### src/rtl/cp0_irq_ctrl_if.sv
// Bus bundle for cp0_irq_ctrl: register access, interrupt lines and pipeline handshake.
interface cp0_irq_ctrl_if #(
  parameter int unsigned WIDTH = 32,
  parameter int unsigned NIRQ  = 4
);
  logic [4:0]       R_in;
  logic [4:0]       W_in;
  logic [WIDTH-1:0] Din;
  logic             WE;
  logic [NIRQ-1:0]  irq_in;
  logic [WIDTH-1:0] pc_in;
  logic             int_ack;
  logic             eret;
  logic [WIDTH-1:0] R_out;
  logic             int_req;
  logic [WIDTH-1:0] vector_out;
  logic [WIDTH-1:0] EPC_out;
  logic             IE_out;

  modport master (
    output R_in, W_in, Din, WE, irq_in, pc_in, int_ack, eret,
    input  R_out, int_req, vector_out, EPC_out, IE_out
  );

  modport slave (
    input  R_in, W_in, Din, WE, irq_in, pc_in, int_ack, eret,
    output R_out, int_req, vector_out, EPC_out, IE_out
  );
endinterface

### src/rtl/cp0_irq_ctrl.sv
// Coprocessor-0 style interrupt controller: count/compare timer, status/cause/EPC
// registers and a three-state request/acknowledge/return FSM.
module cp0_irq_ctrl #(
  parameter int unsigned      WIDTH      = 32,
  parameter int unsigned      NIRQ       = 4,
  parameter logic [WIDTH-1:0] VEC_BASE   = WIDTH'(32'h0000_0080),
  parameter logic [WIDTH-1:0] VEC_STRIDE = WIDTH'(32'h0000_0010)
) (
  input  logic          clk,
  input  logic          clr,
  cp0_irq_ctrl_if.slave bus
);

  localparam int unsigned NSRC = NIRQ + 1;

  typedef enum logic [1:0] {IDLE, REQ, HANDLER} state_e;

  state_e           state_q, state_d;
  logic [4:0]       idx_q, idx_d;
  logic [WIDTH-1:0] count_q, count_d;
  logic [WIDTH-1:0] compare_q, compare_d;
  logic [WIDTH-1:0] status_q, status_d;
  logic [WIDTH-1:0] cause_q, cause_d;
  logic [WIDTH-1:0] epc_q, epc_d;

  logic [NSRC-1:0] active;
  logic [4:0]      win;
  logic            found;
  logic            ack_hit, eret_hit, timer_hit;
  logic            wr_count, wr_compare, wr_status, wr_cause, wr_epc;

  assign wr_count   = bus.WE && (bus.W_in == 5'd9);
  assign wr_compare = bus.WE && (bus.W_in == 5'd11);
  assign wr_status  = bus.WE && (bus.W_in == 5'd12);
  assign wr_cause   = bus.WE && (bus.W_in == 5'd13);
  assign wr_epc     = bus.WE && (bus.W_in == 5'd14);

  assign ack_hit   = (state_q == REQ) && bus.int_ack;
  assign eret_hit  = (state_q == HANDLER) && bus.eret;
  assign timer_hit = (compare_q != '0) && (count_q == compare_q);

  // Lowest-index active source wins; the timer sits at index NIRQ.
  always_comb begin
    active = cause_q[8 +: NSRC] & status_q[8 +: NSRC];
    win    = '0;
    found  = 1'b0;
    for (int unsigned i = 0; i < NSRC; i++) begin
      if (active[i] && !found) begin
        win   = 5'(i);
        found = 1'b1;
      end
    end
  end

  always_comb begin
    state_d = state_q;
    idx_d   = idx_q;
    unique case (state_q)
      IDLE: begin
        if (status_q[0] && !status_q[1] && found) begin
          state_d = REQ;
          idx_d   = win;
        end
      end
      REQ:     if (bus.int_ack) state_d = HANDLER;
      HANDLER: if (bus.eret)    state_d = IDLE;
      default: state_d = IDLE;
    endcase
  end

  // Software writes land first; hardware EPC/EXL updates and pending sets then override.
  always_comb begin
    count_d   = wr_count ? bus.Din : count_q + WIDTH'(1);
    compare_d = wr_compare ? bus.Din : compare_q;

    status_d = wr_status ? bus.Din : status_q;
    if (ack_hit)  status_d[1] = 1'b1;
    if (eret_hit) status_d[1] = 1'b0;

    epc_d = ack_hit ? bus.pc_in : (wr_epc ? bus.Din : epc_q);

    cause_d = cause_q;
    if (ack_hit)  cause_d[4:0] = idx_q;
    if (wr_cause) cause_d = bus.Din;
    cause_d[8 +: NIRQ] = cause_d[8 +: NIRQ] | bus.irq_in;
    if (timer_hit)  cause_d[8+NIRQ] = 1'b1;
    if (wr_compare) cause_d[8+NIRQ] = 1'b0;
  end

  always_ff @(posedge clk or negedge clr) begin
    if (!clr) begin
      state_q   <= IDLE;
      idx_q     <= '0;
      count_q   <= '0;
      compare_q <= '0;
      status_q  <= '0;
      cause_q   <= '0;
      epc_q     <= '0;
    end else begin
      state_q   <= state_d;
      idx_q     <= idx_d;
      count_q   <= count_d;
      compare_q <= compare_d;
      status_q  <= status_d;
      cause_q   <= cause_d;
      epc_q     <= epc_d;
    end
  end

  always_comb begin
    bus.R_out = '0;
    unique case (bus.R_in)
      5'd9:    bus.R_out = count_q;
      5'd11:   bus.R_out = compare_q;
      5'd12:   bus.R_out = status_q;
      5'd13:   bus.R_out = cause_q;
      5'd14:   bus.R_out = epc_q;
      default: bus.R_out = '0;
    endcase
  end

  assign bus.int_req    = (state_q == REQ);
  assign bus.vector_out = (state_q == REQ) ? VEC_BASE + WIDTH'(idx_q) * VEC_STRIDE : '0;
  assign bus.EPC_out    = epc_q;
  assign bus.IE_out     = status_q[0];

endmodule

### src/flat_wrapper.sv
// flat-port wrapper written by rule: the top's interface ports become plain ports
module cp0_irq_ctrl_flat 
#(
  parameter int unsigned      WIDTH      = 32,
  parameter int unsigned      NIRQ       = 4,
  parameter logic [WIDTH-1:0] VEC_BASE   = WIDTH'(32'h0000_0080),
  parameter logic [WIDTH-1:0] VEC_STRIDE = WIDTH'(32'h0000_0010)
)
  (clk, clr, bus_R_in, bus_W_in, bus_Din, bus_WE, bus_irq_in, bus_pc_in, bus_int_ack, bus_eret, bus_R_out, bus_int_req, bus_vector_out, bus_EPC_out, bus_IE_out);
  cp0_irq_ctrl_if #(.WIDTH(WIDTH), .NIRQ(NIRQ)) bus_i ();
  input  logic clk;
  input  logic clr;
  input wire logic [$bits(bus_i.R_in)-1:0] bus_R_in;
  input wire logic [$bits(bus_i.W_in)-1:0] bus_W_in;
  input wire logic [$bits(bus_i.Din)-1:0] bus_Din;
  input wire logic [$bits(bus_i.WE)-1:0] bus_WE;
  input wire logic [$bits(bus_i.irq_in)-1:0] bus_irq_in;
  input wire logic [$bits(bus_i.pc_in)-1:0] bus_pc_in;
  input wire logic [$bits(bus_i.int_ack)-1:0] bus_int_ack;
  input wire logic [$bits(bus_i.eret)-1:0] bus_eret;
  output wire logic [$bits(bus_i.R_out)-1:0] bus_R_out;
  output wire logic [$bits(bus_i.int_req)-1:0] bus_int_req;
  output wire logic [$bits(bus_i.vector_out)-1:0] bus_vector_out;
  output wire logic [$bits(bus_i.EPC_out)-1:0] bus_EPC_out;
  output wire logic [$bits(bus_i.IE_out)-1:0] bus_IE_out;
  assign bus_i.R_in = bus_R_in;
  assign bus_i.W_in = bus_W_in;
  assign bus_i.Din = bus_Din;
  assign bus_i.WE = bus_WE;
  assign bus_i.irq_in = bus_irq_in;
  assign bus_i.pc_in = bus_pc_in;
  assign bus_i.int_ack = bus_int_ack;
  assign bus_i.eret = bus_eret;
  assign bus_R_out = bus_i.R_out;
  assign bus_int_req = bus_i.int_req;
  assign bus_vector_out = bus_i.vector_out;
  assign bus_EPC_out = bus_i.EPC_out;
  assign bus_IE_out = bus_i.IE_out;
  cp0_irq_ctrl #(.WIDTH(WIDTH), .NIRQ(NIRQ), .VEC_BASE(VEC_BASE), .VEC_STRIDE(VEC_STRIDE)) u_core (.clk(clk), .clr(clr), .bus(bus_i));
endmodule
### config.mk
export PLATFORM = sky130hd
export DESIGN_NAME = cp0_irq_ctrl_flat
export DESIGN_NICKNAME = d
export VERILOG_FILES = /design/src/rtl/cp0_irq_ctrl_if.sv /design/src/rtl/cp0_irq_ctrl.sv /design/src/flat_wrapper.sv
export SDC_FILE = /design/constraint.sdc
export NUM_CORES = 1
export LEC_CHECK = 0
export CAP_MARGIN = 20
export CORE_UTILIZATION = 50
export CTS_CLUSTER_SIZE = 8
export DETAILED_ROUTE_END_ITERATION = 7
export PLACE_DENSITY = 0.77
export SYNTH_ARGS = -nofsm -noshare
export SYNTH_HDL_FRONTEND = slang
export SYNTH_SLANG_ARGS = --single-unit
### constraint.sdc
create_clock -name clk -period 1.88 [get_ports clk]
set_input_delay 0.282 -clock clk [delete_from_list [all_inputs] [get_ports clk]]
set_output_delay 0.282 -clock clk [all_outputs]
set_load 0.03 [all_outputs]
==> impl_metrics.ini <==
[cts]
cts.htree.levels = 4
clock_latency_ns = 0.43
tritoncts.num_buffers = 17
worst_setup_hold_path_clk_slew_ns = 0.06
max-clock-path-buffers = 2
clock-sinks = 165
tritoncts = built
cts.root.buffer_cell = sky130_fd_sc_hd__clkbuf_16

[setup_path]
slowest_stage = sky130_fd_sc_hd__dfrtp_1
cp_data_required_time_ns = 1.60
start_kind = flop
path_class = flop to primary output
slowest_delay_ns = 0.40
critPathMaxFanout = 4
cp_cell_sequence = buf_6 > mux2i_1 > o22ai_1 > a21o_1 > buf_12
end_kind = primary output
cp_data_arrival_time_ns = 1.57

[floorplan]
pin_count = 181
placeableCoreArea_mm2 = 0.0174
die_width_um = 136
placement_rows = 48
design.die.area_mm2 = 0.0185
start_util = 0.517
die_h_um = 136

[global_routing]
global_route_total_usage_across_every_layer = 0.281
overflow = 0
largest_net_degree_at_the_start_of_global_routing = 62
antenna_found_initial = 0
wire_length_of_the_first_global_routing_pass_mm = 39.3
first_global_vias = 7274

[layout]
flow.area_growth_from_synthesis_pct = 35.7
ant_diodes = 0
finish.utilization = 0.701
nNetsFinal = 1125
final_area_mm2 = 0.0122
ratio_of_cells_with_drive_above_1_in_the_final_layout = 0.236

[logic_synthesis]
synthArstFlopShare = 1.00
synth.largest_area_cell = sky130_fd_sc_hd__dfrtp_1
synth.yosys.seq_area_share = 0.459
postSynthAreaPerCell_um2 = 10.8
synthFlopType = sky130_fd_sc_hd__dfrtp_1
edff_count_synth = 0
post_synthesis_register_bit_count = 165
synth_cell_types = 45
synth.most_common_cell = sky130_fd_sc_hd__dfrtp_1
post_synth_top_area_share = 0.459
synth.area.top_cells = sky130_fd_sc_hd__dfrtp_1 (46%), sky130_fd_sc_hd__mux2i_1 (11%), sky130_fd_sc_hd__mux2_2 (7.0%), sky130_fd_sc_hd__mux2_1 (3.8%), sky130_fd_sc_hd__a21oi_1 (3.6%)
post_synth_most_frequent_cells = sky130_fd_sc_hd__dfrtp_1 (165), sky130_fd_sc_hd__mux2i_1 (101), sky130_fd_sc_hd__nor2_1 (71), sky130_fd_sc_hd__a21oi_1 (65), sky130_fd_sc_hd__mux2_2 (56)
netlist_area_mm2 = 0.00900
post_synthesis_cells = 832
yosysWarningCount = 0

[sta]
final.hold.worst_slack_ns = 0.278
maxSlewViolCount = 0
setup_violations = 0
grt_setup_unrepaired = true
clock_tree_skew_after_final_layout_ns = 0.00756
setup_tns_ns = 0
fin_crit_ns = 1.85
max_clock_freq_mhz = 540
report.final.hold_viol_count = 0
layout_worst_path_cycle_share = 0.985

[power_and_ir_drop]
internal_power_w = 0.00975
cellPowerDensity_mw_per_mm2 = 1240
power.share.switching = 0.358
power_frac_clock = 0.242
comb_power_share = 0.388
vdd.ir_drop.worst_uv = 865
sequentialPowerShare = 0.370
power_w = 0.0152
cellLeakagePower_nw = 5.58
power_switching_w = 0.00544

[route]
route.met3.wl_mm = 1.42
route.vias.total = 7302
drt_pass_1_iters = 5
postRouteWirelength_mm = 24.9
highest_layer = met4
ant_nets = 0
wl_per_cell_um = 19.5
route.detailed.drc = 0
m1WireLength_mm = 10.9
routed-wl-met2_mm = 12.0
drt-vias-per-instance = 5.71
first_iter_violations = 566

[placed_design]
postPlaceCellArea_mm2 = 0.0114
hpwl_mm = 17.2
portBuffers = 152
routabilityCongestion = 0.906

[job]
cap_viol_max_count = 0

[status]
status = completed

[worst_hold_path]
hold_class = input port to asynchronous set/reset pin
==> flip-flops by register name, summed over array words and instances (netlist names) <==
name,count
u_core.compare_q,32
u_core.state_q,2
u_core.cause_q,32
u_core.bus.EPC_out,32
u_core.idx_q,3
u_core.count_q,32
u_core.status_q,32
==> cell families after synthesis <==
| family | after synthesis | synth area share |
|---|---|---|
| simple gates | 184 | 0.109 |
| mux | 187 | 0.220 |
| compound gates | 143 | 0.0951 |
| flops | 165 | 0.459 |
| buf+inv | 89 | 0.0544 |
| fa+ha+maj | 1 | 0.00139 |
| xor+xnor | 62 | 0.0604 |
| other cells | 1 | 0.000417 |
==> what timing repair did <==
item,CTS,global route
hold buffers,1,0
gates resized for setup,35,19
setup endpoints to repair,37,16
endpoints found under the hold margin,23,0
pin swaps,6,10
setup buffers,3,12
gates cloned,2,0
==> critical path, delay by kind of cell, from the launching register on <==
| family | cells | cell delay (ns) |
|---|---|---|
| muxes | 1 | 0.16 |
| buffers and inverters | 2 | 0.27 |
| DFF | 1 | 0.40 |
| AOI/OAI and AO/OA | 2 | 0.30 |
==> metal layers <==
layer,track usage,up-vias
met1,0.373,3663
met3,0.0589,39
met2,0.450,258
met4,0.102,0
li1,-,3342
met5,0,-
==> final timing paths <==
kind | start | end | slack (ns) | depth (start not counted)
setup / recovery | u_core.count_q[22] | bus_R_out[22] | 0.03 | 5
min in group clk | bus_pc_in[20] | u_core.bus.EPC_out[20] | 0.42 | 3
hold / removal | clr | u_core.bus.EPC_out[9] | 0.28 | 2
setup reg to reg | u_core.count_q[11] | u_core.cause_q[12] | 0.07 | 5
hold reg to reg | u_core.status_q[25] | u_core.status_q[25] | 0.49 | 1
max in group asynchronous | clr | u_core.count_q[0] | 0.92 | 3
==> area by class of cell <==
| cell class | count | area, µm² |
|---|---|---|
| clock buffers | 24 | 502 |
| clock inverters | 7 | 119 |
| fillers | 1249 | 5200 |
| inverters | 3 | 11.3 |
| multi-input cells | 605 | 4550 |
| flip-flops and latches | 165 | 4130 |
| well taps | 225 | 282 |
| repair buffers | 249 | 2610 |
==> metrics by stage <==
stage	std cells	setup slack, ns
after global routing	1278	-0.0287
after global placement	1229	-0.354
after floorplan	859	0.128
after CTS	1266	0.00249
final	1278	0.0284
after detailed placement	1229	-0.370
==> power groups by stage <==
stage          Sequential [W]  Combinational, W  Clock [W]
2_1_floorplan         0.00612           0.00266          0
3_3_place_gp          0.00556           0.00549          0
3_5_place_dp          0.00562           0.00559          0
4_1_cts               0.00558           0.00566    0.00369
5_1_grt               0.00575           0.00630    0.00387
6_report              0.00561           0.00589    0.00368
==> layout by cell type, fill, tap and decap left out, drive strengths merged, types with 14 or more instances in the layout <==
master / netlist / final
a21o: 32 / 32
a21oi: 65 / 65
buf: 57 / 132
clkbuf: 29 / 26
clkdlybuf4s50: 0 / 109
conb: 1 / 28
dfrtp: 165 / 165
mux2: 86 / 86
mux2i: 101 / 101
nand2: 27 / 27
nand3: 16 / 16
nand4: 14 / 14
nor2: 71 / 71
nor4: 19 / 19
o22ai: 32 / 32
xnor2: 25 / 25
xor2: 37 / 37
Note: power is estimated with default switching activity, not from simulation.
==> patch 1: new RTL, same flow settings <==
`NIRQ` is set to 4 in 3 places; all go to 8.
--- a/src/rtl/cp0_irq_ctrl_if.sv
+++ b/src/rtl/cp0_irq_ctrl_if.sv
@@ -1,7 +1,7 @@
 // Bus bundle for cp0_irq_ctrl: register access, interrupt lines and pipeline handshake.
 interface cp0_irq_ctrl_if #(
   parameter int unsigned WIDTH = 32,
-  parameter int unsigned NIRQ  = 4
+  parameter int unsigned NIRQ  = 8
 );
   logic [4:0]       R_in;
   logic [4:0]       W_in;
--- a/src/rtl/cp0_irq_ctrl.sv
+++ b/src/rtl/cp0_irq_ctrl.sv
@@ -2,7 +2,7 @@
 // registers and a three-state request/acknowledge/return FSM.
 module cp0_irq_ctrl #(
   parameter int unsigned      WIDTH      = 32,
-  parameter int unsigned      NIRQ       = 4,
+  parameter int unsigned      NIRQ       = 8,
   parameter logic [WIDTH-1:0] VEC_BASE   = WIDTH'(32'h0000_0080),
   parameter logic [WIDTH-1:0] VEC_STRIDE = WIDTH'(32'h0000_0010)
 ) (
--- a/src/flat_wrapper.sv
+++ b/src/flat_wrapper.sv
@@ -2,7 +2,7 @@
 module cp0_irq_ctrl_flat 
 #(
   parameter int unsigned      WIDTH      = 32,
-  parameter int unsigned      NIRQ       = 4,
+  parameter int unsigned      NIRQ       = 8,
   parameter logic [WIDTH-1:0] VEC_BASE   = WIDTH'(32'h0000_0080),
   parameter logic [WIDTH-1:0] VEC_STRIDE = WIDTH'(32'h0000_0010)
 )
Interface: changed (resized bus_irq_in); port bits go from 181 to 185. No check against the original RTL was run, so the function may have changed too.
==> patch 1 against the unedited design <==
- synthesized cell count up 1.1%
- sequential cell count increased by 1
- non-clock buffer count is 5 higher
- synthesized area grew 0.33%
- first-iteration DRC count rose by 28%
- cell area up 1.8%
- routed wire length increased by 9.3%
- worst hold slack better by 100 ps
- setup slack lost 17 ps
- global-route usage is 3.0 points higher
- total power barely moved
- largest cell class unchanged
- largest power group unchanged
==> patch 1: results (changes against the unedited design) <==
- Status: complete, no violations (unchanged)
- Synth area leaders: dfrtp_1 46%, mux2i_1 11%, mux2_2 10% (was dfrtp_1 46%, mux2i_1 11%, mux2_2 7.0%)
- YS warnings: 0 (unchanged)
- DR WL met2: 13,000 µm (was 12,000 µm)
- Final WL: 27,200 µm (was 24,900 µm)
- DP Wirelength: 17,900 µm (was 17,200 µm)
- Layout cells sized above 1: 0.264 (was 0.236)
- Ant diodes: 0 (unchanged)
- Htree depth: 4 (unchanged)
- Metal3 WL: 1720 µm (was 1420 µm)
- CTS clk-pin slew, worst paths: 60 ps (about the same)
- Port bufs: 157 (was 152)
- Cell Count Post-Placement: 1,238 (was 1,229)
- TritonRoute pass-1 iters: 5 (unchanged)
- Fin nets: 1,148 (was 1,125)
- Post-synth top area cell: dfrtp_1 (unchanged)
- Max clock buf depth: 2 (unchanged)
- Sequential area share after synthesis: 0.460 (was 0.459)
- Clock latency on the worst-skew pair: 430 ps (about the same)
- Top post-synthesis cells by count: 166 x dfrtp_1, 102 x mux2i_1, 80 x mux2_2, 70 x nor2_1, 66 x a21oi_1 (was 165 x dfrtp_1, 101 x mux2i_1, 71 x nor2_1, 65 x a21oi_1, 56 x mux2_2)
- Most used flip-flop cell after synthesis: dfrtp_1 (unchanged)
- Number of global-route vias before repair: 7,535 (was 7,274)
- First-pass GRT wire length: 43,000 µm (was 39,300 µm)
- HP Class: in2async (unchanged)
- CTS root buf: clkbuf_16 (unchanged)
- Crit path max-delay family: flip-flops (unchanged)
- Critical path arrival: 1590 ps (was 1570 ps)
- Relative slew margins: 0.647
- Iteration-0 DRC Markers: 727 (was 566)
- Finished Layout Cells: 1,294 (was 1,278)
- DR vias: 7,679 (was 7,302)
- Crit path max fanout: 3 (was 4)
- Top Metal Used: met4 (unchanged)
- Critical Path Max Stage Delay: 430 ps (was 400 ps)
- RePlAce Congestion: 0.878 (was 0.906)
- GR Layer Usage met1: 0.428 (was 0.373)
- GR Util met2: 0.481 (was 0.450)
- Leakage: 5.65 nW (was 5.58 nW)
- Met1 WL: 11,700 µm (was 10,900 µm)
- Skew final: 13.3 ps (was 7.56 ps)
- Yosys cell types: 45 (unchanged)
- Slowest-stage cell, CP: dfrtp_1 (unchanged)
- Post-synth ARST share: 1.00 (unchanged)
- Synthesized instance count: 841 (was 832)
- Placement Setup Slack: -322 ps (was -370 ps)
- Maximum vdd drop: 0.757 mV (was 0.865 mV)
- Largest net degree at the start of global routing: 53 (was 62)
- CTS Buf Count: 17 (unchanged)
- Tot GR Track Use: 0.310 (was 0.281)
- Initial antenna violation count: 0 (unchanged)
- Met3 Use GR: 0.0541 (was 0.0589)
- Final setup fails: 0 (unchanged)
patch 1: area by class of cell:
type	count	area, µm²
Clock buffer	24	492
Clock inverter	4	95.1
Fill cell	1210	5050
Inverter	5	18.8
Multi-Input combinational cell	616	4720
Sequential cell	166	4160
Tap cell	225	282
Timing Repair Buffer	254	2660
patch 1: power by group:
part / switching [W] / internal (W)
Combinational: 0.00308 / 0.00288
Sequential: 0.00102 / 0.00465
Clock: 0.00134 / 0.00220
patch 1: final timing paths:
| path | slack, ps | endpoint | startpoint | depth (start not counted) |
|---|---|---|---|---|
| max in group asynchronous | 840 | u_core.count_q[20] | clr | 3 |
| setup / recovery | 10 | bus_R_out[5] | u_core.count_q[5] | 5 |
| min in group clk | 430 | u_core.bus.EPC_out[7] | bus_pc_in[7] | 3 |
| hold reg to reg | 490 | u_core.status_q[26] | u_core.status_q[26] | 1 |
| setup reg to reg | 60 | u_core.cause_q[16] | u_core.count_q[0] | 6 |
| hold / removal | 380 | u_core.bus.EPC_out[2] | clr | 2 |
patch 1: stage by stage:
step | cell area, µm² | hold slack [ps]
final | 12400 | 379
after CTS | 12200 | 390
after global routing | 12400 | 425
after global placement | 11400 | 269
after floorplan | 9120 | -13.6
after detailed placement | 11400 | 273
patch 1: logic make-up after synthesis:
logic type / count (synthesis) / synth area share
muxes: 184 / 0.215
other: 1 / 0.000415
AOI/OAI and AO/OA: 158 / 0.107
xor gates and xnor gates: 62 / 0.0602
DFF: 166 / 0.460
buffers and inverters: 85 / 0.0489
and+or+nand+nor: 184 / 0.106
adders and majority gates: 1 / 0.00139
patch 1: repair_timing:
item	in CTS	in global routing
hold endpoints to repair	46	0
cloned	4	1
endpoints found under the setup margin	35	40
hold buffers	1	0
gates resized for setup	33	37
setup buffers	13	11
pin swaps	7	13
==> patch 2: new RTL, config.mk and constraints unchanged <==
Made on the original files. Re-encode `state_e` (3 states) as one-hot, 3 bits wide.
--- a/src/rtl/cp0_irq_ctrl.sv
+++ b/src/rtl/cp0_irq_ctrl.sv
@@ -13,7 +13,7 @@
 
   localparam int unsigned NSRC = NIRQ + 1;
 
-  typedef enum logic [1:0] {IDLE, REQ, HANDLER} state_e;
+  typedef enum logic [2:0] {IDLE = 3'b001, REQ = 3'b010, HANDLER = 3'b100} state_e;
 
   state_e           state_q, state_d;
   logic [4:0]       idx_q, idx_d;
Function: no difference found for any inputs over 4 cycles, from zero or initial values; so few cycles prove little.
==> patch 2 against the unedited design <==
- setup slack better by 19 ps
- cell count is 0.55% lower
- routed wire length is 2.8% lower
- synthesized area is 0.43% higher
- cell area is 0.46% lower
- synthesized cell count is 2.9% higher
- largest cell class unchanged
- sequential cell count is 1 higher
- global-route usage is 0.52 points lower
- worst hold slack better by 59 ps
- sequential power hardly changed
- die area is 0.43% higher
- first-iteration DRC count is 3.0% higher
- core utilization is 0.56 points lower
- total power is 14% lower
==> patch 2: results (changes against the unedited design) <==
- Filler instances: 1,283 (was 1,249)
- Multi-In Gates: 632 (was 605)
- Post-CTS setup buffers: 6 (was 3)
- Critical Path Max Stage Delay: 500 ps (was 400 ps)
- Multi-input combinational cell area: 4700 µm² (was 4550 µm²)
- Maximum vdd drop: 0.835 mV (was 0.865 mV)
- Layout cells sized above 1: 0.256 (was 0.236)
- Seq area share: 0.342 (was 0.339)
- Iteration-0 DRC Markers: 583 (was 566)
- Post-synthesis mux area share: 0.224 (was 0.220)
- Cell Count Post-Placement: 1,230 (was 1,229)
- TritonRoute pass-1 iters: 6 (was 5)
- Worst setup startpoint: u_core.count_q[19] (was u_core.count_q[22])
- Top post-synthesis cells by count: 165 x dfrtp_1, 102 x mux2i_1, 86 x mux2_2, 70 x nor2_1 (was 165 x dfrtp_1, 101 x mux2i_1, 71 x nor2_1, 65 x a21oi_1, 56 x mux2_2)
- Tot GR Track Use: 0.275 (was 0.281)
- DR vias: 7,181 (was 7,302)
- Number of global-route vias before repair: 7,291 (was 7,274)
- Status: complete, no violations (unchanged)
- Compound-Gate Fraction of Synth Area: 0.0836 (was 0.0951)
- Fin nets: 1,117 (was 1,125)
- Invs w/o clock: 2 (was 3)
- Synth area leaders: dfrtp_1 46%, mux2i_1 11%, mux2_2 11% (was dfrtp_1 46%, mux2i_1 11%, mux2_2 7.0%)
- Post-synthesis adder-cell area fraction: 0.00138 (was 0.00139)
- XOR/XNOR Fraction of Synth Area: 0.0601 (was 0.0604)
- Worst setup path end: u_core.count_q[26] (was bus_R_out[22])
- First-pass GRT wire length: 38,600 µm (was 39,300 µm)
- Leakage: 5.05 nW (was 5.58 nW)
- Finished Layout Cells: 1,271 (was 1,278)
- P_sw: 0.00458 W (was 0.00544 W)
- DP Wirelength: 16,300 µm (was 17,200 µm)
- Critical Path RT: 2190 ps (was 1600 ps)
- Largest net degree at the start of global routing: 50 (was 62)
- Reg area: 4160 µm² (was 4130 µm²)
- Sequential area share after synthesis: 0.460 (was 0.459)
- Placed Area: 11,300 µm² (was 11,400 µm²)
- Bufs w/o clock: 214 (was 249)
- Met1 WL: 10,600 µm (was 10,900 µm)
- Hold_ws: 337 ps (was 278 ps)
- Crit path max-delay family: simple AND/OR/NAND/NOR gates (was flip-flops)
- Syn_area_per_cell: 10.6 µm² (was 10.8 µm²)
- Setup WS post-layout: 47.5 ps (was 28.4 ps)
- Non-clk buf share: 0.202 (was 0.214)
- #FFs+latches synth: 166 (was 165)
- Yosys cell types: 47 (was 45)
- CTS resizes: 79 (was 35)
- Crit path max fanout: 7 (was 4)
patch 2: cell types whose count changed in the layout (fill, tap and decap cells not counted), sizes merged, moves of 5 or more:
cell	before	now
a21o	32	0
and3	1	7
and4	8	3
buf	132	98
clkbuf	26	21
nand2	27	52
nand3	16	8
nand4	14	26
nor4	19	10
o21ai	8	69
o22ai	32	0
xnor2	25	40
xor2	37	22
patch 2: power by group through the flow:
stage / logic, W / registers [W] / clock network (W)
2_1_floorplan: 0.00218 / 0.00575 / 0
3_3_place_gp: 0.00392 / 0.00554 / 0
3_5_place_dp: 0.00402 / 0.00558 / 0
4_1_cts: 0.00412 / 0.00554 / 0.00334
5_1_grt: 0.00445 / 0.00571 / 0.00350
6_report: 0.00413 / 0.00559 / 0.00330
patch 2: layer usage:
layer,GRT usage,vias to the layer above
met5,0,-
met4,0.0870,0
met3,0.0600,40
met2,0.446,254
met1,0.366,3558
li1,-,3329
